==> src/rtl/ifetch_pkg.sv <==
// Shared types and constants for the instruction fetch buffer.
//   state_t       : fetch FSM states
//   ALIGN_MASK    : clears the byte offset of a PC to form a word address
//   fetch_entry_t : one buffered instruction tagged with its aligned PC
package ifetch_pkg;

    localparam int unsigned IF_ADDR_W = 32;
    localparam int unsigned IF_DATA_W = 32;

    localparam logic [IF_ADDR_W-1:0] ALIGN_MASK = ~IF_ADDR_W'(3);

    typedef enum logic [1:0] {
        IDLE = 2'd0,
        REQ  = 2'd1,
        WAIT = 2'd2,
        DROP = 2'd3
    } state_t;

    typedef struct packed {
        logic [IF_ADDR_W-1:0] pc;
        logic [IF_DATA_W-1:0] instr;
    } fetch_entry_t;

endpackage

==> src/rtl/ifetch_fifo.sv <==
// Small synchronous FIFO holding tagged instructions.
// Ports:
//   clk, rst_n : clock, asynchronous active-low reset (storage cleared too)
//   clear      : synchronous flush; wins over push and pop
//   push/wdata : write one entry (caller guarantees a free slot)
//   pop        : retire the head (caller guarantees non-empty)
//   count      : number of valid entries
//   head       : entry at the read pointer
module ifetch_fifo #(
    parameter int unsigned DEPTH = 2,
    parameter int unsigned WIDTH = 64
) (
    input  logic                     clk,
    input  logic                     rst_n,
    input  logic                     clear,
    input  logic                     push,
    input  logic [WIDTH-1:0]         wdata,
    input  logic                     pop,
    output logic [$clog2(DEPTH):0]   count,
    output logic [WIDTH-1:0]         head
);

    localparam int unsigned PTR_W = $clog2(DEPTH);
    localparam int unsigned CNT_W = PTR_W + 1;

    logic [WIDTH-1:0] mem [DEPTH];
    logic [PTR_W-1:0] wr_ptr;
    logic [PTR_W-1:0] rd_ptr;

    // Pointers wrap naturally since DEPTH is a power of two.
    always_ff @(posedge clk or negedge rst_n) begin
        if (!rst_n) begin
            mem    <= '{default: '0};
            wr_ptr <= '0;
            rd_ptr <= '0;
            count  <= '0;
        end else if (clear) begin
            wr_ptr <= '0;
            rd_ptr <= '0;
            count  <= '0;
        end else begin
            if (push) begin
                mem[wr_ptr] <= wdata;
                wr_ptr      <= wr_ptr + PTR_W'(1);
            end
            if (pop) begin
                rd_ptr <= rd_ptr + PTR_W'(1);
            end
            if (push && !pop) begin
                count <= count + CNT_W'(1);
            end else if (pop && !push) begin
                count <= count - CNT_W'(1);
            end
        end
    end

    assign head = mem[rd_ptr];

endmodule

==> src/rtl/ifetch_buffer.sv <==
// Fetch stage: issues word reads at the current PC over a req/gnt/rvalid
// handshake, tags returned words with their PC, and buffers them for decode.
// Ports:
//   pc_i / pc_en_o         : current PC in; pulse when the fetch at pc_i is accepted
//   flush_i                : redirect, drops buffered and in-flight instructions
//   imem_req_o/addr_o      : memory request and word-aligned address
//   imem_gnt_i/rvalid_i/rdata_i : memory accept and read return
//   instr_valid_o/instr_o/instr_pc_o/instr_ready_i : decode-side handshake
module ifetch_buffer
    import ifetch_pkg::*;
#(
    parameter int unsigned ADDR_W = IF_ADDR_W,
    parameter int unsigned DATA_W = IF_DATA_W,
    parameter int unsigned DEPTH  = 2
) (
    input  logic              clk,
    input  logic              rst_n,
    input  logic [ADDR_W-1:0] pc_i,
    output logic              pc_en_o,
    input  logic              flush_i,
    output logic              imem_req_o,
    output logic [ADDR_W-1:0] imem_addr_o,
    input  logic              imem_gnt_i,
    input  logic              imem_rvalid_i,
    input  logic [DATA_W-1:0] imem_rdata_i,
    output logic              instr_valid_o,
    output logic [DATA_W-1:0] instr_o,
    output logic [ADDR_W-1:0] instr_pc_o,
    input  logic              instr_ready_i
);

    localparam int unsigned CNT_W   = $clog2(DEPTH) + 1;
    localparam int unsigned ENTRY_W = $bits(fetch_entry_t);

    state_t            state;
    logic [ADDR_W-1:0] req_pc;
    logic [ADDR_W-1:0] pc_aligned;
    logic [CNT_W-1:0]  count;
    logic [CNT_W-1:0]  count_after;
    logic              push;
    logic              pop;
    fetch_entry_t      push_entry;
    fetch_entry_t      head_entry;

    assign pc_aligned = pc_i & ADDR_W'(ALIGN_MASK);

    // Request and address are driven straight from the state register so the
    // address follows pc_i while the request waits for a grant.
    assign imem_req_o  = (state == REQ);
    assign imem_addr_o = imem_req_o ? pc_aligned : '0;
    assign pc_en_o     = imem_req_o && imem_gnt_i && !flush_i;

    assign push          = (state == WAIT) && imem_rvalid_i && !flush_i;
    assign pop           = instr_valid_o && instr_ready_i;
    assign instr_valid_o = (count != '0);
    assign count_after   = count + CNT_W'(push) - CNT_W'(pop);

    assign push_entry = '{pc: IF_ADDR_W'(req_pc), instr: IF_DATA_W'(imem_rdata_i)};

    // Fetch control; only one request is ever outstanding and a request is only
    // issued with a free slot, so the FIFO can never overflow on a push.
    always_ff @(posedge clk or negedge rst_n) begin
        if (!rst_n) begin
            state  <= IDLE;
            req_pc <= '0;
        end else begin
            case (state)
                IDLE: begin
                    if ((count < CNT_W'(DEPTH)) && !flush_i) begin
                        state <= REQ;
                    end
                end
                REQ: begin
                    if (imem_gnt_i) begin
                        if (flush_i) begin
                            state <= DROP;
                        end else begin
                            req_pc <= pc_aligned;
                            state  <= WAIT;
                        end
                    end else if (flush_i) begin
                        state <= IDLE;
                    end
                end
                WAIT: begin
                    if (imem_rvalid_i) begin
                        state <= (!flush_i && (count_after < CNT_W'(DEPTH))) ? REQ : IDLE;
                    end else if (flush_i) begin
                        state <= DROP;
                    end
                end
                DROP: begin
                    if (imem_rvalid_i) begin
                        state <= IDLE;
                    end
                end
                default: state <= IDLE;
            endcase
        end
    end

    ifetch_fifo #(
        .DEPTH (DEPTH),
        .WIDTH (ENTRY_W)
    ) u_fifo (
        .clk   (clk),
        .rst_n (rst_n),
        .clear (flush_i),
        .push  (push),
        .wdata (push_entry),
        .pop   (pop),
        .count (count),
        .head  (head_entry)
    );

    assign instr_o    = DATA_W'(head_entry.instr);
    assign instr_pc_o = ADDR_W'(head_entry.pc);

endmodule

==> config.mk <==
export PLATFORM = sky130hd
export DESIGN_NAME = ifetch_buffer
export DESIGN_NICKNAME = d
export VERILOG_FILES = /design/src/rtl/ifetch_pkg.sv /design/src/rtl/ifetch_fifo.sv /design/src/rtl/ifetch_buffer.sv
export SDC_FILE = /design/constraint.sdc
export NUM_CORES = 1
export LEC_CHECK = 0
export ABC_AREA = 0
export CORE_UTILIZATION = 69
export DETAILED_ROUTE_END_ITERATION = 10
export DONT_BUFFER_PORTS = 1
export GPL_ROUTABILITY_DRIVEN = 0
export GPL_TIMING_DRIVEN = 1
export MAX_ROUTING_LAYER = met4
export PLACE_DENSITY = 0.94
export REMOVE_ABC_BUFFERS = 1
export SLEW_MARGIN = 0
export SYNTH_ARGS = -nofsm -noshare
export SYNTH_HDL_FRONTEND = slang
export SYNTH_HIERARCHICAL = 1
export SYNTH_SLANG_ARGS = --single-unit
==> constraint.sdc <==
create_clock -name clk -period 5.37 [get_ports clk]
set_input_delay 1.074 -clock clk [delete_from_list [all_inputs] [get_ports clk]]
set_output_delay 1.074 -clock clk [all_outputs]
set_load 0.02 [all_outputs]
==> results of run 1 <==
## power breakdown
part | switching [uW] | total (uW) | internal (uW) | leakage (uW)
logic | 801 | 1580 | 778 | 0.00152
clock network | 443 | 1210 | 763 | 0.000296
registers | 283 | 1890 | 1610 | 0.00215
total | 1530 | 4680 | 3150 | 0.00397
## area by class of cell
type                    instances  share of cell area
multi-input cells             290               0.400
well taps                     140              0.0213
clock inverters                 2             0.00730
flip-flops and latches        164               0.499
repair buffers                  6             0.00548
clock buffers                  30              0.0660
inverters                       2            0.000913
## through the flow
step / instances / cell area, um2 / TNS, ps
after CTS: 634 / 8220 / 0
final: 634 / 8220 / 0
after floorplan: 456 / 7390 / -50620
after global placement: 602 / 7620 / 0
after detailed placement: 602 / 7620 / 0
after global routing: 634 / 8220 / 0
## routing by layer
layer | vias up | wire (um)
met5 | - | 0
li1 | 1677 | -
met2 | 142 | 6880
met3 | 15 | 1050
met4 | 0 | 123
met1 | 1980 | 5720
## registers in the layout, summed over array words and instances (netlist names)
signal	cells
u_fifo/mem	128
req_pc	30
state	2
u_fifo/count	2
u_fifo/rd_ptr	1
u_fifo/wr_ptr	1
## Yosys cell counts
master    number  share of area
ha_1           1         0.0016
nor2b_1        1        0.00081
buf_2          8         0.0052
inv_1          2        0.00097
clkbuf_1       2        0.00097
nor3b_1        2         0.0019
and2_1        31          0.025
and3b_2        1         0.0013
o21ai_0        1        0.00065
nor3_1         2         0.0013
buf_4          3         0.0029
nor2_1         4         0.0019
buf_12         9          0.023
mux2_2       133           0.19
nand3b_1       2         0.0019
o21bai_1       1        0.00097
a311oi_1       1         0.0011
or2_2          1        0.00081
a22o_1         1         0.0011
xnor2_1        4         0.0045
conb_1         1        0.00049
dfrtp_1      164           0.53
a31oi_1        1        0.00081
nand2b_1       1        0.00081
a21oi_1        1        0.00065
nor3b_2        1         0.0016
buf_6          8          0.012
nor2b_4        1         0.0018
and3b_1        1         0.0011
nand2_1        1        0.00049
mux2_4        89           0.17
xor2_1         2         0.0023
## kinds of logic (layout without fill, tap and decap cells)
| kind of cell | Yosys count | count (layout) |
|---|---|---|
| flops | 164 | 164 |
| other cells | 1 | 6 |
| fa+ha+maj | 1 | 1 |
| buf+inv | 32 | 40 |
| simple gates | 49 | 49 |
| xor+xnor | 6 | 6 |
| mux | 222 | 222 |
| compound gates | 6 | 6 |
## critical path, stage by stage (launching register included)
cell and delay (ps):
dfrtp_2 880, buf_4 560, mux2_2 460
## how the worst min path moves through the flow
stage | cells after the start | end | from | slack, ps
2_1_floorplan | 1 | u_fifo/mem[0] | u_fifo/mem[0] | 470
3_3_place_gp | 1 | u_fifo/mem[1] | u_fifo/mem[1] | 480
3_5_place_dp | 1 | u_fifo/mem[1] | u_fifo/mem[1] | 490
4_1_cts | 0 | u_fifo/mem[79] | rst_n | 210
5_1_grt | 0 | u_fifo/mem[79] | rst_n | 200
6_report | 0 | u_fifo/mem[20] | rst_n | 240
==> impl_metrics.yaml, run 1 <==
final_layout:
  final_common_cell: "dfrtp_1"
  seqCellArea_um2: 4110
  fin_util: 0.755
  nets: 552
  num-fill-cells: 655
  multiInputGateArea_um2: 3290
  areaGrowthSynthToFinish_pct: 6.62
  drive_gt1_frac: 0.528
  layout_common_cells: "dfrtp_1, mux2_2, mux2_4"
  diodes: 0
power:
  p_leak_uw: 0.00397
  pwr_density_cell_nw_per_um2: 569
  p_total_uw: 4680
  vdd_drop_max_uv: 442
critical_path:
  regToRegSetupSlack_ps: 2700
  critical_path_required_ps: 4300
  crit_start: "u_fifo/rd_ptr"
  worstReg2RegEnd: "u_fifo/mem[90]"
  cp.arrival_ps: 2460
  worstSetupPathType: "flip-flop to primary output"
  crit_path_end: "instr_pc_o[14]"
  worstReg2RegStart: "state[1]"
  worstPathMaxFanout: 37
  critPathLaunchType: "flip-flop"
  endpoint_kind: "primary output"
  ff2ff_path_depth: 5
timing:
  finClkSkew_ps: 8.93
  rsz0062_at_grt: "false"
  fin_crit_sh: 0.659
  fmax_ghz: 0.283
  whs_ps: 241
  max-slew-margin-rel: 0.437
  setup_viol: 0
  tightest_slew_ps: 838
  drv_slew: 0
  finalCriticalPeriod_ps: 3540
  setup_ws_ps: 1830
  hold_viol_final: 0
synthesis:
  synth_area_per_cell_um2: 16.0
  synth-simple-area-share: 0.0410
  synthCells: 481
  synth_compound_area_frac: 0.00535
  synth-xor-area-share: 0.00681
  synth_top_family_by_area: "multiplexers"
  synthDistinctLibCells: 32
  ys_warn_count: 6
  netlist_area_um2: 7710
  ys_ff_latch: 164
  synth_fa_ha_area_frac: 0.00162
  ys_seq_area_frac: 0.532
  synth_mux_area_frac: 0.367
global_route:
  grt_first_pass_wirelength_um: 21400
  grt_use_total: 0.254
  antenna_found_initial: 0
  grt_max_degree: 165
  grt_overflow: 0
  use_met3: 0.0956
  grtUsageMet2: 0.397
  grt-busiest-layer: "met2"
  grt_pass1_vias: 4191
  met1_usage: 0.303
placed_design:
  port_buffers: 0
  pre_cts_ws_ps: 2160
  dp_hpwl_um: 8610
die:
  dieArea_um2: 11600
  start_util: 0.708
  die_y_um: 108
  boundaryPins: 169
  core_um2: 10900
  row_count: 38
  fp.dieW_um: 108
min_path:
  hold_class: "input port to asynchronous set/reset pin"
run:
  max-cap-violations: 0
drt:
  drt-total-wl_um: 13800
  viasPerCell: 6.02
  wl_per_cell_um: 21.7
  drc_errors: 0
  drt_pre_antenna_iters: 4
  dr.first_iter.drc_count: 210
  ant_nets: 0
  vias: 3814
cts:
  h-tree-depth: 4
  cts_root_buf: "clkbuf_8"
  cts_buffers: 17
  cts_resized: 0
  clk_latency_ps: 530
  ctsHoldBuffers: 0
  cts_buffer_depth: 2
  cts_tree: "built"
  post-cts-setup-buffers: 0
  clkTransAtPathRegs_ps: 60
  cts.sinks: 164
outcome:
  status: "finished clean"
No activity file was read; power rests on OpenSTA's default activity.
==> run 2, diff against run 1 <==
CORE_UTILIZATION = 57   (was 69)
PLACE_DENSITY = 0.84   (was 0.94)
clock period = 2.96 ns   (was 5.37 ns; I/O delays follow)
==> impl_metrics.yaml, run 2 (synthesized netlist as in run 1, its figures left out) <==
outcome:
  status: "finished, violations left"
  violations: "negative hold slack"
power:
  p_total_uw: 8340
  pwr_density_cell_nw_per_um2: 1010
  vdd_drop_max_uv: 810
  p_leak_uw: 0.00397
critical_path:
  worstSetupPathType: "flip-flop to primary output"
  cpMaxStageDelayCell: "mux2_2"
  cp.arrival_ps: 1720
  crit_path_end: "instr_pc_o[18]"
  worstReg2RegEnd: "state[0]"
  critical_path_required_ps: 2370
  regToRegSetupSlack_ps: 890
  worstPathMaxFanout: 37
  worstPathCellList: "buf_4 -> mux2_2"
  ff2ff_path_depth: 7
  endpoint_kind: "primary output"
  crit_start: "u_fifo/rd_ptr"
  critPathLaunchType: "flip-flop"
  cpPeakStageDelay_ps: 480
  worstReg2RegStart: "u_fifo/count[1]"
min_path:
  hold_class: "input port to asynchronous set/reset pin"
global_route:
  grt_overflow: 0
  grt_use_total: 0.210
  grt_pass1_vias: 4106
  grt_max_degree: 165
  grt_first_pass_wirelength_um: 21900
  antenna_found_initial: 0
die:
  fp.dieW_um: 118
  die_y_um: 118
  boundaryPins: 169
  core_um2: 13200
  row_count: 42
  start_util: 0.582
  dieArea_um2: 14000
drt:
  drt-total-wl_um: 13500
  vias: 3792
  dr.first_iter.drc_count: 216
  ant_nets: 0
  drc_errors: 0
  viasPerCell: 5.63
  drt_pre_antenna_iters: 4
  wl_per_cell_um: 20.0
final_layout:
  largestRegisters: "u_fifo/mem: 128 flops, req_pc: 30 flops"
  largest_reg_flops: 128
  diodes: 0
  multiInputGateArea_um2: 3290
  top_register: "u_fifo/mem"
  layout_common_cells: "dfrtp_1, mux2_2, mux2_4"
  final_common_cell: "dfrtp_1"
  drive_gt1_frac: 0.538
  areaGrowthSynthToFinish_pct: 7.38
  layoutNonFillerInstCount: 674
  num-fill-cells: 992
  nets: 557
  final_area_um2: 8280
  seqCellArea_um2: 4110
timing:
  fin_crit_sh: 0.779
  max-slew-margin-rel: 0.539
  whs_ps: -128
  fmax_ghz: 0.433
  tightest_slew_ps: 692
  setup_viol: 0
  drv_slew: 0
  hold_viol_final: 164
  finalCriticalPeriod_ps: 2310
  rsz0062_at_grt: "false"
  finClkSkew_ps: 5.47
run:
  max-cap-violations: 0
cts:
  cts_buffer_depth: 2
  cts_tree: "built"
  clk_latency_ps: 420
  h-tree-depth: 4
  cts_resized: 0
  cts_buffers: 17
  cts_root_buf: "clkbuf_16"
  post-cts-setup-buffers: 0
  clkTransAtPathRegs_ps: 60
  cts.sinks: 164
placed_design:
  dpl_cell_area_um2: 7730
  place_inst: 643
  port_buffers: 0
  dp_hpwl_um: 8580
run 2: cell types whose count changed in the layout (fill, tap and decap cells not counted), sizes merged:
cell / before / now
clkinv: 0 / 4
clkinvlp: 0 / 4
buf: 6 / 11
bufinv: 2 / 1
clkbuf: 30 / 22
run 2: cell type report:
cell class,count,share of cell area
sequential,164,0.496
multi-input combinational,290,0.397
clock buffer,22,0.0573
tap,176,0.0266
timing repair buffer,11,0.0130
clock inverter,9,0.00967
inverter,2,0.000906
run 2: worst min path at each step:
stage	start	cells past startpoint	slack, ps	to
finish	rst_n	0	-130	u_fifo/mem[1]
global route	rst_n	0	-160	u_fifo/mem[75]
CTS	rst_n	0	-150	u_fifo/mem[15]
detailed placement	rst_n	0	300	u_fifo/mem[75]
global placement	rst_n	0	300	u_fifo/mem[84]
floorplan	rst_n	0	300	req_pc[10]
run 2: report_power, final:
part           internal (uW)  switching, uW
clock                   1210            836
sequential              2920            446
combinational           1430           1490
total                   5570           2770
run 2: stage by stage:
stage / worst slack [ps] / utilization / TNS (ps)
2_1_floorplan: -2780 / - / -214710
6_report: 653 / 0.625 / 0
4_1_cts: 623 / 0.625 / 0
3_5_place_dp: 882 / 0.584 / 0
3_3_place_gp: 893 / 0.584 / 0
5_1_grt: 599 / 0.625 / 0
run 2: per-layer routing:
| layer | global-route usage | vias to the layer above | routed length [um] |
|---|---|---|---|
| li1 | - | 1682 | - |
| met1 | 0.262 | 1963 | 5950 |
| met2 | 0.321 | 130 | 6410 |
| met3 | 0.0705 | 17 | 938 |
| met4 | 0.0697 | 0 | 167 |
| met5 | - | - | 0 |
run 2: critical path: cells and delay by family (launching register included):
kind | cells | cell delay (ps)
flops | 1 | 360
mux | 1 | 480
buf+inv | 1 | 420
==> run 3, diff against run 2 <==
clock period = 2 ns   (was 2.96 ns; I/O delays follow)
==> impl_metrics.yaml, run 3 (synthesized netlist as in run 1, its figures left out) <==
outcome:
  status: "finished, violations left"
  violations: "negative hold slack"
cts:
  cts.sinks: 164
  clkTransAtPathRegs_ps: 60
  h-tree-depth: 4
  cts_tree: "built"
  clk_latency_ps: 420
  cts_root_buf: "clkbuf_16"
  cts_buffers: 17
  cts_buffer_depth: 2
timing:
  drv_slew: 0
  whs_ps: -331
  finClkSkew_ps: 8.03
  finalCriticalPeriod_ps: 1950
  setup_viol: 0
  fin_crit_sh: 0.974
  fmax_ghz: 0.513
  hold_viol_final: 164
power:
  p_leak_uw: 0.00416
  p_int_uw: 9010
  pwr_density_cell_nw_per_um2: 1530
  p_switching_uw: 4210
  vdd_drop_max_uv: 975
  clkPwrFrac: 0.269
  pwr-share-comb: 0.353
  swShare: 0.318
  p_total_uw: 13200
  pwr-share-seq: 0.378
drt:
  drc_errors: 0
  ant_nets: 0
  dr.first_iter.drc_count: 188
  wl_per_cell_um: 20.9
  viasPerCell: 5.67
  drt-total-wl_um: 14300
  vias: 3893
  drt_pre_antenna_iters: 6
die:
  core_um2: 13200
  start_util: 0.582
  boundaryPins: 169
  dieArea_um2: 14000
  row_count: 42
  die_y_um: 118
  fp.dieW_um: 118
run:
  max-cap-violations: 0
final_layout:
  layout_common_cells: "dfrtp_1, mux2_2, mux2_4"
  final_area_um2: 8640
  final_common_cell: "dfrtp_1"
  top_register: "u_fifo/mem"
  largest_reg_flops: 128
  areaGrowthSynthToFinish_pct: 12.1
  nets: 570
  diodes: 0
  layoutNonFillerInstCount: 687
  largestRegisters: "u_fifo/mem: 128 flops, req_pc: 30 flops"
  drive_gt1_frac: 0.618
global_route:
  antenna_found_initial: 0
  grt_first_pass_wirelength_um: 22600
  grt_overflow: 0
  grt_use_total: 0.218
  grt_max_degree: 165
  grt_pass1_vias: 4276
placed_design:
  dpl_cell_area_um2: 7790
  dp_hpwl_um: 8680
  place_inst: 645
  port_buffers: 0
min_path:
  hold_class: "input port to asynchronous set/reset pin"
critical_path:
  endpoint_kind: "primary output"
  critPathLaunchType: "flip-flop"
  critical_path_required_ps: 1600
  worstPathMaxFanout: 6
  cp.arrival_ps: 1550
  worstSetupPathType: "flip-flop to primary output"
-- run 3: layout make-up --
cell class,count,area [um2]
flip-flops and latches,164,4110
clock inverters,10,178
fillers,923,4600
inverters,2,7.51
multi-input cells,290,3350
well taps,176,220
clock buffers,21,470
repair buffers,24,314
-- run 3: through the flow --
| stage | hold WS, ps | utilization | setup TNS (ps) | setup WS, ps |
|---|---|---|---|---|
| after detailed placement | 107 | 0.588 | 0 | 3.08 |
| after global routing | -357 | 0.653 | -100 | -10.5 |
| after CTS | -345 | 0.644 | 0 | 18.4 |
| after floorplan | 104 | - | -372490 | -3600 |
| final | -331 | 0.653 | 0 | 51.8 |
| after global placement | 109 | 0.588 | 0 | 115 |
-- run 3: worst max-delay path, cell delays in order, from the launching register on --
cell     delay [ps]
dfrtp_1         400
buf_4           160
nor2b_4         130
and3b_2         260
buf_12          160
-- run 3: path summary, 6_finish.rpt --
check | start | endpoint | slack, ps | cells past startpoint
min in group clk | flush_i | u_fifo/wr_ptr | 40 | 1
max in group asynchronous | rst_n | u_fifo/mem[86] | 2170 | 0
hold / removal | rst_n | u_fifo/mem[3] | -330 | 0
setup / recovery | state[1] | pc_en_o | 50 | 4
hold reg to reg | u_fifo/mem[4] | u_fifo/mem[4] | 500 | 1
setup reg to reg | state[1] | req_pc[4] | 120 | 6
-- run 3: per-layer routing --
metal	track usage	vias up	wire length, um
met5	-	-	0
met4	0.0617	0	149
met3	0.0825	17	1020
met2	0.345	132	7080
met1	0.260	2024	6090
li1	-	1720	-
-- run 3: timing repair --
action | 4_1_cts | 5_1_grt
buffers inserted | 1 | 8
resized for setup | 33 | 9
endpoints found under the hold margin | 164 | 164
gates cloned | 1 | 1
setup endpoints to repair | 32 | 31
pin swaps | 1 | 6
-- run 3: power groups by stage --
| stage | Clock [uW] | Combinational [uW] | Sequential (uW) |
|---|---|---|---|
| floorplan | 0 | 3790 | 4900 |
| global placement | 0 | 4360 | 4910 |
| detailed placement | 0 | 4430 | 5030 |
| CTS | 3600 | 4570 | 5000 |
| global route | 3760 | 4890 | 5120 |
| finish | 3550 | 4670 | 5000 |
